--- src/rtl/controlador_trayectoria_pkg.sv ---
// State encoding shared by the trajectory record/playback controller and its bench.
// Pure declarations: no logic, no latency.
package controlador_trayectoria_pkg;

    localparam int ANCHO_ESTADO = 3;

    typedef enum logic [ANCHO_ESTADO-1:0] {
        EST_REPOSO    = 3'd0,
        EST_GRABANDO  = 3'd1,
        EST_LISTO     = 3'd2,
        EST_CORTANDO  = 3'd3,
        EST_PAUSA     = 3'd4,
        EST_TERMINADO = 3'd5
    } estado_t;

endpackage

--- src/rtl/controlador_trayectoria_memoria_xy.sv ---
// Simple dual-port point buffer: synchronous write, registered read held until the next read.
// Read data appears one cycle after leer; no backpressure.
module memoria_xy #(
    parameter int ANCHO       = 12,
    parameter int PROFUNDIDAD = 64,
    localparam int ANCHO_DIR  = $clog2(PROFUNDIDAD)
) (
    input  logic                 clock,
    input  logic                 reset,
    input  logic                 escribir,
    input  logic [ANCHO_DIR-1:0] dir_esc,
    input  logic [ANCHO-1:0]     dato_esc,
    input  logic                 leer,
    input  logic [ANCHO_DIR-1:0] dir_lec,
    output logic [ANCHO-1:0]     dato_lec
);

    logic [ANCHO-1:0] mem [PROFUNDIDAD];
    logic [ANCHO-1:0] dato_lec_q;
    logic [ANCHO-1:0] dato_lec_d;

    always_ff @(posedge clock) begin
        if (escribir) begin
            mem[dir_esc] <= dato_esc;
        end
    end

    // The read register only moves on leer so the playback point holds through a pause.
    always_comb begin
        dato_lec_d = dato_lec_q;
        if (leer) begin
            dato_lec_d = mem[dir_lec];
        end
    end

    always_ff @(posedge clock or posedge reset) begin
        if (reset) begin
            dato_lec_q <= '0;
        end else begin
            dato_lec_q <= dato_lec_d;
        end
    end

    assign dato_lec = dato_lec_q;

endmodule

--- src/rtl/controlador_trayectoria.sv ---
// Records (x,y) samples and replays them with a valid/next handshake, one point per 2 cycles at most.
// Optional multi-pass playback under CONTROLADOR_TRAYECTORIA_REPETIR_EN (parameter REPETICIONES).
module controlador_trayectoria
    import controlador_trayectoria_pkg::*;
#(
    parameter int ANCHO_COORD  = 6,
    parameter int PROFUNDIDAD  = 64,
`ifdef CONTROLADOR_TRAYECTORIA_REPETIR_EN
    parameter int REPETICIONES = 2,
`endif
    localparam int ANCHO_CNT   = $clog2(PROFUNDIDAD + 1)
) (
    input  logic                   clock,
    input  logic                   reset,
    input  logic                   iniciar_detener,
    input  logic                   pausar_reanudar,
    input  logic                   cancelar,
    input  logic                   cortar,
    input  logic                   guardar_xy,
    input  logic                   dato_siguiente,
    input  logic [ANCHO_COORD-1:0] x_sensor,
    input  logic [ANCHO_COORD-1:0] y_sensor,
    output logic [ANCHO_COORD-1:0] x_salida,
    output logic [ANCHO_COORD-1:0] y_salida,
    output logic                   dato_valido,
    output logic                   cortando,
    output logic                   corte_terminado,
    output logic                   memoria_llena,
    output logic                   desbordamiento,
    output logic [ANCHO_CNT-1:0]   num_puntos,
    output logic [2:0]             estado_actual
);

    localparam int ANCHO_DIR = $clog2(PROFUNDIDAD);

    estado_t                estado_q, estado_d;
    logic [ANCHO_CNT-1:0]   num_puntos_q, num_puntos_d;
    logic                   desbordamiento_q, desbordamiento_d;
    logic [ANCHO_DIR-1:0]   puntero_q, puntero_d;
    logic                   dato_valido_q, dato_valido_d;
    logic                   escribir, leer, llena, ultimo;
    logic [2*ANCHO_COORD-1:0] dato_lec;

`ifdef CONTROLADOR_TRAYECTORIA_REPETIR_EN
    localparam int ANCHO_PAS = $clog2(REPETICIONES + 1);
    logic [ANCHO_PAS-1:0]   pasada_q, pasada_d;
`endif

    assign llena  = (num_puntos_q == ANCHO_CNT'(PROFUNDIDAD));
    assign ultimo = (ANCHO_CNT'(puntero_q) == num_puntos_q - ANCHO_CNT'(1));

    always_comb begin
        estado_d         = estado_q;
        num_puntos_d     = num_puntos_q;
        desbordamiento_d = desbordamiento_q;
        puntero_d        = puntero_q;
        dato_valido_d    = 1'b0;
        escribir         = 1'b0;
        leer             = 1'b0;
`ifdef CONTROLADOR_TRAYECTORIA_REPETIR_EN
        pasada_d         = pasada_q;
`endif
        case (estado_q)
            EST_REPOSO: begin
                if (iniciar_detener) begin
                    estado_d         = EST_GRABANDO;
                    num_puntos_d     = '0;
                    desbordamiento_d = 1'b0;
                end
            end
            EST_GRABANDO: begin
                if (cancelar) begin
                    estado_d     = EST_REPOSO;
                    num_puntos_d = '0;
                end else if (iniciar_detener) begin
                    estado_d = (num_puntos_q != '0) ? EST_LISTO : EST_REPOSO;
                end else if (guardar_xy) begin
                    if (llena) begin
                        desbordamiento_d = 1'b1;
                    end else begin
                        escribir     = 1'b1;
                        num_puntos_d = num_puntos_q + ANCHO_CNT'(1);
                    end
                end
            end
            EST_LISTO: begin
                if (cancelar) begin
                    estado_d     = EST_REPOSO;
                    num_puntos_d = '0;
                end else if (iniciar_detener) begin
                    estado_d = EST_GRABANDO;
                end else if (cortar) begin
                    estado_d  = EST_CORTANDO;
                    puntero_d = '0;
`ifdef CONTROLADOR_TRAYECTORIA_REPETIR_EN
                    pasada_d  = '0;
`endif
                end
            end
            EST_CORTANDO: begin
                if (cancelar) begin
                    estado_d = EST_LISTO;
`ifdef CONTROLADOR_TRAYECTORIA_REPETIR_EN
                    pasada_d = '0;
`endif
                end else if (pausar_reanudar) begin
                    estado_d = EST_PAUSA;
                end else if (!dato_valido_q) begin
                    // Any cycle in CORTANDO without a valid point fetches the one at the pointer.
                    leer          = 1'b1;
                    dato_valido_d = 1'b1;
                end else if (dato_siguiente) begin
                    if (ultimo) begin
`ifdef CONTROLADOR_TRAYECTORIA_REPETIR_EN
                        if (pasada_q == ANCHO_PAS'(REPETICIONES - 1)) begin
                            estado_d = EST_TERMINADO;
                        end else begin
                            pasada_d  = pasada_q + ANCHO_PAS'(1);
                            puntero_d = '0;
                        end
`else
                        estado_d = EST_TERMINADO;
`endif
                    end else begin
                        puntero_d = puntero_q + ANCHO_DIR'(1);
                    end
                end else begin
                    dato_valido_d = 1'b1;
                end
            end
            EST_PAUSA: begin
                if (cancelar) begin
                    estado_d = EST_LISTO;
`ifdef CONTROLADOR_TRAYECTORIA_REPETIR_EN
                    pasada_d = '0;
`endif
                end else if (pausar_reanudar) begin
                    estado_d = EST_CORTANDO;
                end
            end
            EST_TERMINADO: estado_d = EST_LISTO;
            default:       estado_d = EST_REPOSO;
        endcase
    end

    always_ff @(posedge clock or posedge reset) begin
        if (reset) begin
            estado_q         <= EST_REPOSO;
            num_puntos_q     <= '0;
            desbordamiento_q <= 1'b0;
            puntero_q        <= '0;
            dato_valido_q    <= 1'b0;
`ifdef CONTROLADOR_TRAYECTORIA_REPETIR_EN
            pasada_q         <= '0;
`endif
        end else begin
            estado_q         <= estado_d;
            num_puntos_q     <= num_puntos_d;
            desbordamiento_q <= desbordamiento_d;
            puntero_q        <= puntero_d;
            dato_valido_q    <= dato_valido_d;
`ifdef CONTROLADOR_TRAYECTORIA_REPETIR_EN
            pasada_q         <= pasada_d;
`endif
        end
    end

    memoria_xy #(
        .ANCHO       (2 * ANCHO_COORD),
        .PROFUNDIDAD (PROFUNDIDAD)
    ) u_memoria (
        .clock    (clock),
        .reset    (reset),
        .escribir (escribir),
        .dir_esc  (num_puntos_q[ANCHO_DIR-1:0]),
        .dato_esc ({x_sensor, y_sensor}),
        .leer     (leer),
        .dir_lec  (puntero_q),
        .dato_lec (dato_lec)
    );

    assign x_salida        = dato_lec[2*ANCHO_COORD-1:ANCHO_COORD];
    assign y_salida        = dato_lec[ANCHO_COORD-1:0];
    assign dato_valido     = dato_valido_q;
    assign cortando        = (estado_q == EST_CORTANDO) || (estado_q == EST_PAUSA);
    assign corte_terminado = (estado_q == EST_TERMINADO);
    assign memoria_llena   = llena;
    assign desbordamiento  = desbordamiento_q;
    assign num_puntos      = num_puntos_q;
    assign estado_actual   = estado_q;

endmodule
--- config.mk ---
export PLATFORM = sky130hd
export DESIGN_NAME = controlador_trayectoria
export DESIGN_NICKNAME = d
export VERILOG_FILES = /design/src/rtl/controlador_trayectoria_pkg.sv /design/src/rtl/controlador_trayectoria_memoria_xy.sv /design/src/rtl/controlador_trayectoria.sv
export SDC_FILE = /design/constraint.sdc
export NUM_CORES = 1
export LEC_CHECK = 0
export CAP_MARGIN = 30
export CELL_PAD_IN_SITES_DETAIL_PLACEMENT = 0
export CELL_PAD_IN_SITES_GLOBAL_PLACEMENT = 1
export CORE_ASPECT_RATIO = 1.1
export CORE_MARGIN = 2
export CORE_UTILIZATION = 50
export DETAILED_ROUTE_END_ITERATION = 10
export MAX_ROUTING_LAYER = met4
export PLACE_DENSITY = 0.77
export SLEW_MARGIN = 25
export SYNTH_ARGS = -nofsm -noshare
export SYNTH_HDL_FRONTEND = slang
export SYNTH_SLANG_ARGS = --single-unit
--- constraint.sdc ---
create_clock -name clock -period 3.3 [get_ports clock]
set_input_delay 0.495 -clock clock [delete_from_list [all_inputs] [get_ports clock]]
set_output_delay 0.495 -clock clock [all_outputs]
set_load 0.02 [all_outputs]
==> impl_metrics.json, run 1 <==
{
  "rsz0062_at_grt": "no",
  "synth_edf_count": 768,
  "critical_path_buf_inv_count": 1,
  "clk_path_buf_depth": 3,
  "post_cts_resized": 0,
  "wl_per_cell_um": 29.1,
  "clock.fmax_mhz": 337,
  "path_depth": 4,
  "cts_tree": "yes",
  "htree_levels": 3,
  "ioPinCount": 47,
  "syn2layout_area_growth_pct": 14.0,
  "path_cells": "nand2_1 -> nor2_1 -> or2_2 -> clkdlybuf4s50_1",
  "die_w_um": 243,
  "yosys_most_used_dff": "edfxtp_1",
  "routed_wl_um": 72500,
  "crit_family": "flip-flops",
  "ys_warn_count": 0,
  "status": "finished, final reports clean",
  "endpoint_kind": "output port",
  "fp.dieH_um": 266,
  "reg2regPathDepth": 8,
  "grt_max_degree": 64,
  "syn-instance-count": 1431,
  "fin_setup_tns_ps": 0,
  "place_hpwl_um": 45400,
  "synth_area_leaders": "edfxtp_1 (74%), mux4_2 (16%), dfrtp_1 (2.4%)",
  "finalPower_uw": 21300,
  "timing.final.crit_share_pct": 90.0,
  "power_density_nw_per_um2": 598,
  "dp.cells": 2354,
  "antennaDiodeCount": 0,
  "drt_iter0_markers": 1741,
  "cpMaxStageDelayCell": "dfrtp_1",
  "stdcell_count": 2489,
  "path_max_fanout": 16,
  "post-cts-setup-buffer-count": 0,
  "setup_violations": 0,
  "async_reset_ff_share_pct": 3.76,
  "die-area_um2": 64600,
  "syn-num-nets": 1455,
  "place_area_um2": 33400,
  "core-area_um2": 62200,
  "synth_top_area_share_pct": 73.7,
  "postRouteAntennaNets": 0,
  "holdPathStages": 1,
  "stdcell_area_um2": 35700,
  "insertion_delay_ps": 630,
  "cts_hold_buf": 0,
  "cp-start-kind": "register",
  "clockRootBuffer": "clkbuf_16",
  "cts_made_buffers": 75,
  "ir_drop_mv": 0.378,
  "multiInputGateArea_um2": 7000,
  "nFillCells": 4555,
  "hp-class": "in -> reg",
  "post-route-drc-count": 0,
  "finalCriticalPeriod_ps": 2970,
  "portBuffers": 46,
  "antenna_found_initial": 1,
  "cp.required_ps": 2800,
  "grt_pass1_wl_um": 106000,
  "nNetsFinal": 1622,
  "initial_utilization_pct": 50.3,
  "drive_gt1_share_pct": 28.9,
  "drv_cap": 0,
  "yosysTopAreaCell": "edfxtp_1",
  "crit_arrival_ps": 2480,
  "syn_avg_cell_area_um2": 21.9,
  "rows": 96,
  "max_stage_delay_ps": 640,
  "num_vias": 15536,
  "netlist-cell-type-count": 55,
  "vias_per_cell": 6.24,
  "worst_pin_slew_ps": 834,
  "clock_skew_ps": 29.2,
  "crit_type": "reg -> out",
  "place_congestion": 0.867,
  "dr.pass1.iters": 5,
  "ys_seq_area_share_pct": 76.1,
  "hold_viol_final": 0,
  "grtUsageTotal_pct": 23.5,
  "ys_seq_elements": 798,
  "slew-limit-headroom_pct": 44.4,
  "slew_violations": 0,
  "clk_pin_slew_ps": 60,
  "regArea_um2": 23800,
  "p_leak_uw": 0.0110,
  "grt-ovfl-total": 0,
  "synthesis.area_um2": 31300,
  "grt_pass1_vias": 15427,
  "hold_ws_ps": 117,
  "cts_sinks": 798
}
==> report_power, final <==
part           total, µW  internal [µW]  switching, µW  leakage (µW)
clock               8020           4430           3590       0.00110
sequential         11400          11200            166       0.00729
combinational       1950            846           1110       0.00260
total              21300          16500           4870        0.0110
==> through the flow <==
step	setup WS [ps]	util, %
after global placement	454	53.7
final	330	57.4
after detailed placement	462	53.7
after CTS	313	57.4
after global routing	204	57.4
after floorplan	642	-
==> cell usage after synthesis (11+ instances only) <==
library cell	n
edfxtp_1	768
mux4_2	228
nor2_1	90
clkbuf_1	30
dfrtp_1	30
a21oi_1	27
buf_2	22
nand2_1	18
buf_1	15
a211oi_1	14
mux2i_1	14
nand3_1	13
nor3b_1	13
o21ai_0	13
o21ai_1	13
buf_6	12
a32o_1	11
==> final timing paths <==
check / slack [ps] / startpoint / endpoint
max in group asynchronous: 2310 / reset / puntero_q[1]$_DFFE_PP0P_
min: 120 / y_sensor[0] / u_memoria.mem[62][0]$_DFFE_PP_
min reg2reg: 530 / u_memoria.dato_lec[1]$_DFFE_PP0P_ / u_memoria.dato_lec[1]$_DFFE_PP0P_
max reg2reg: 450 / num_puntos[1]$_DFFE_PP0P_ / u_memoria.mem[62][7]$_DFFE_PP_
max: 330 / estado_actual[1]$_DFFE_PP0P_ / cortando
min in group asynchronous: 300 / reset / estado_actual[0]$_DFFE_PP0P_
==> worst register-to-register path, cell delays in order, from the launching register on <==
cell	delay, ps
dfrtp_1	590
inv_1	240
ha_1	270
a31oi_1	190
nand4_1	130
inv_1	190
nand3_1	400
nor2_1	280
buf_4	260
==> placed cells by master (no fill, tap or decap), types with 16 or more instances in the layout <==
cell type,netlist,layout
buf_4,6,116
clkdlybuf4s50_1,0,34
clkinv_1,0,16
nand2_1,18,18
edfxtp_1,768,768
nor2_1,90,90
clkbuf_16,0,77
clkbuf_1,30,22
mux4_2,228,228
dfrtp_1,30,25
a21oi_1,27,27
==> cell type report <==
class	count	share of cell area (%)
flip-flops and latches	798	66.8
inverters	10	0.105
clock buffers	101	5.71
multi-input cells	538	19.6
repair buffers	175	4.29
clock inverters	34	0.613
well taps	833	2.92
==> cells by family after synthesis <==
group | share of synthesized area, %
AOI/OAI and AO/OA | 2.19
xor gates and xnor gates | 0.336
adders and majority gates | 0.192
buffers and inverters | 1.59
DFF | 76.1
muxes | 16.8
and+or+nand+nor | 2.80
==> registers in the layout, indices dropped and copies added (netlist names) <==
signal and cells:
puntero_q 6, desbordamiento 1, u_memoria.dato_lec 12, u_memoria.mem 768
dato_valido 1, estado_actual 3, num_puntos 7
==> routing by layer <==
metal  global-route usage (%)  vias up  wire (µm)
li1                         -     6361          -
met5                        -        -          0
met2                     37.1      751      35700
met1                     33.2     8321      29500
met3                     2.87      103       5680
met4                     6.32        0       1600
Note: power is estimated with default switching activity, not from simulation.
==> run 2: changes to the inputs <==
Settings changed: CORE_UTILIZATION 50 to 55, PLACE_DENSITY 0.77 to 0.83.
==> run 2 against run 1 <==
Compared with the run above:
- setup slack worse by 130 ps
- hold slack worse by 19 ps
- die area is 9.0% lower
- register-to-register slack worse by 40 ps
- cell area is 1.1% higher
- global-route usage is 3.8 points higher
- clock skew is 0.81 ps higher
- non-clock buffer count is 11 higher
- count of clock-buffer cells in the layout is 6 lower
- largest cell class unchanged
- highest routed layer unchanged
==> impl_metrics.json, run 2 (same netlist as run 1, synthesis figures left out) <==
{
  "status": "finished, final reports clean",
  "cts_tree": "yes",
  "ir_drop_mv": 0.388,
  "r2r_end": "u_memoria.dato_lec[0]$_DFFE_PP0P_",
  "clock.fmax_mhz": 323,
  "fp.dieH_um": 254,
  "final_cell_mix": "edfxtp_1 (768), mux4_2 (228), buf_4 (131), nor2_1 (90), clkbuf_16 (83)",
  "clockRootBuffer": "clkbuf_16",
  "setup_slack_ps": 202,
  "cpMaxStageDelayCell": "clkdlybuf4s50_1",
  "wl_per_cell_um": 31.3,
  "timing.final.crit_share_pct": 93.9,
  "path_cells": "nor4_4 -> nand2_1 -> nor2_1 -> clkdlybuf4s50_1",
  "place_hpwl_um": 47900,
  "endpoint_kind": "output port",
  "num_vias": 15896,
  "max_stage_delay_ps": 620,
  "endpoint": "memoria_llena",
  "largest_reg_flops": 768,
  "cp.required_ps": 2800,
  "fin_setup_tns_ps": 0,
  "cts_sinks": 798,
  "wl_met3_um": 6900,
  "dr.pass1.iters": 5,
  "initial_utilization_pct": 55.8,
  "antennaDiodeCount": 0,
  "hp-class": "in -> async",
  "ioPinCount": 47,
  "clock_skew_ps": 30.0,
  "path_max_fanout": 17,
  "p_sw_uw": 5120,
  "rows": 91,
  "drv_cap": 0,
  "clk_path_buf_depth": 3,
  "reg2regPathDepth": 7,
  "rr_startpoint": "puntero_q[0]$_DFFE_PP0P_",
  "power_density_nw_per_um2": 631,
  "die_w_um": 231,
  "wirelength_met1_um": 28800,
  "route.met2.wl_um": 37500,
  "finalCriticalPeriod_ps": 3100,
  "postRouteAntennaNets": 0,
  "worst_pin_slew_ps": 852,
  "insertion_delay_ps": 630,
  "post_cts_resized": 0,
  "vias_per_cell": 6.57,
  "internal_power_uw": 17700,
  "post-route-drc-count": 0,
  "syn2layout_area_growth_pct": 15.3,
  "pwr-share-clk_pct": 41.3,
  "routed_wl_um": 75700,
  "reg2reg_slack_ps": 410,
  "clk_pin_slew_ps": 70,
  "pwr-share-seq_pct": 49.8,
  "startpoint": "num_puntos[2]$_DFFE_PP0P_",
  "hold_viol_final": 0,
  "portBuffers": 46,
  "slew_violations": 0,
  "cts_hold_buf": 0,
  "rsz0062_at_grt": "no",
  "nNetsFinal": 1637,
  "drive_gt1_share_pct": 30.8,
  "cp-start-kind": "register",
  "setup_violations": 0,
  "grt_max_degree": 65,
  "crit_arrival_ps": 2600,
  "grtUsageTotal_pct": 27.3,
  "highest_layer": "met4",
  "cts_made_buffers": 79,
  "final_common_cell": "edfxtp_1",
  "grt_pass1_vias": 15800,
  "post-cts-setup-buffer-count": 0,
  "sw_frac_of_total_pct": 22.5,
  "p_leak_uw": 0.0113,
  "antenna_found_initial": 0,
  "htree_levels": 3,
  "place_congestion": 0.881,
  "slew-limit-headroom_pct": 43.2,
  "grt_pass1_wl_um": 110000,
  "die-area_um2": 58900,
  "dp_slack_ps": 316,
  "grt-ovfl-total": 0,
  "core-area_um2": 56100,
  "p_comb_share_pct": 8.8,
  "regMostFlops": "u_memoria.mem",
  "crit_type": "reg -> out",
  "drt_iter0_markers": 2222
}
-- run 2: through the flow --
step	hold slack [ps]	instance area, µm²	utilization [%]	power [µW]	instances
6_report	97.7	36100	64.3	22800	2420
5_1_grt	104	36100	64.3	23300	2420
4_1_cts	101	36100	64.3	22900	2419
3_3_place_gp	516	33300	59.4	13500	2275
2_1_floorplan	581	31300	-	12700	1431
3_5_place_dp	515	33300	59.4	13500	2275
-- run 2: worst min path at each step --
stage / from / endpoint / slack, ps / cells after the start
after CTS: y_sensor[3] / u_memoria.mem[28][3]$_DFFE_PP_ / 100 / 1
final: reset / estado_actual[1]$_DFFE_PP0P_ / 100 / 2
after floorplan: iniciar_detener / desbordamiento$_DFFE_PP0P_ / 580 / 1
after global routing: y_sensor[3] / u_memoria.mem[28][3]$_DFFE_PP_ / 100 / 1
after detailed placement: u_memoria.dato_lec[1]$_DFFE_PP0P_ / u_memoria.dato_lec[1]$_DFFE_PP0P_ / 520 / 2
after global placement: u_memoria.dato_lec[1]$_DFFE_PP0P_ / u_memoria.dato_lec[1]$_DFFE_PP0P_ / 520 / 2
-- run 2: per-layer routing --
layer | global-route usage [%] | up-vias
met1 | 36.9 | 8391
met3 | 4.53 | 134
met2 | 43.0 | 999
met4 | 9.29 | 0
met5 | - | -
li1 | - | 6372
-- run 2: worst max-delay path, delay by kind of cell, from the launching register on --
| kind | cells | cell delay (ps) |
|---|---|---|
| AND/OR/NAND/NOR | 3 | 760 |
| buffers and inverters | 1 | 620 |
| flip-flops | 1 | 600 |
-- run 2: cell type report --
type | count | area (µm²)
Inverter | 10 | 37.5
Tap cell | 744 | 931
Fill cell | 3563 | 20000
Clock buffer | 95 | 2140
Clock inverter | 49 | 591
Sequential cell | 798 | 23800
Multi-Input combinational cell | 538 | 7000
Timing Repair Buffer | 186 | 1560
-- run 2: power by group through the flow --
| stage | Combinational (µW) | Sequential [µW] | Clock (µW) |
|---|---|---|---|
| floorplan | 1120 | 11600 | 0 |
| global placement | 1970 | 11500 | 0 |
| detailed placement | 2000 | 11600 | 0 |
| CTS | 2010 | 11300 | 9500 |
| global route | 2130 | 11300 | 9850 |
| finish | 2010 | 11300 | 9410 |
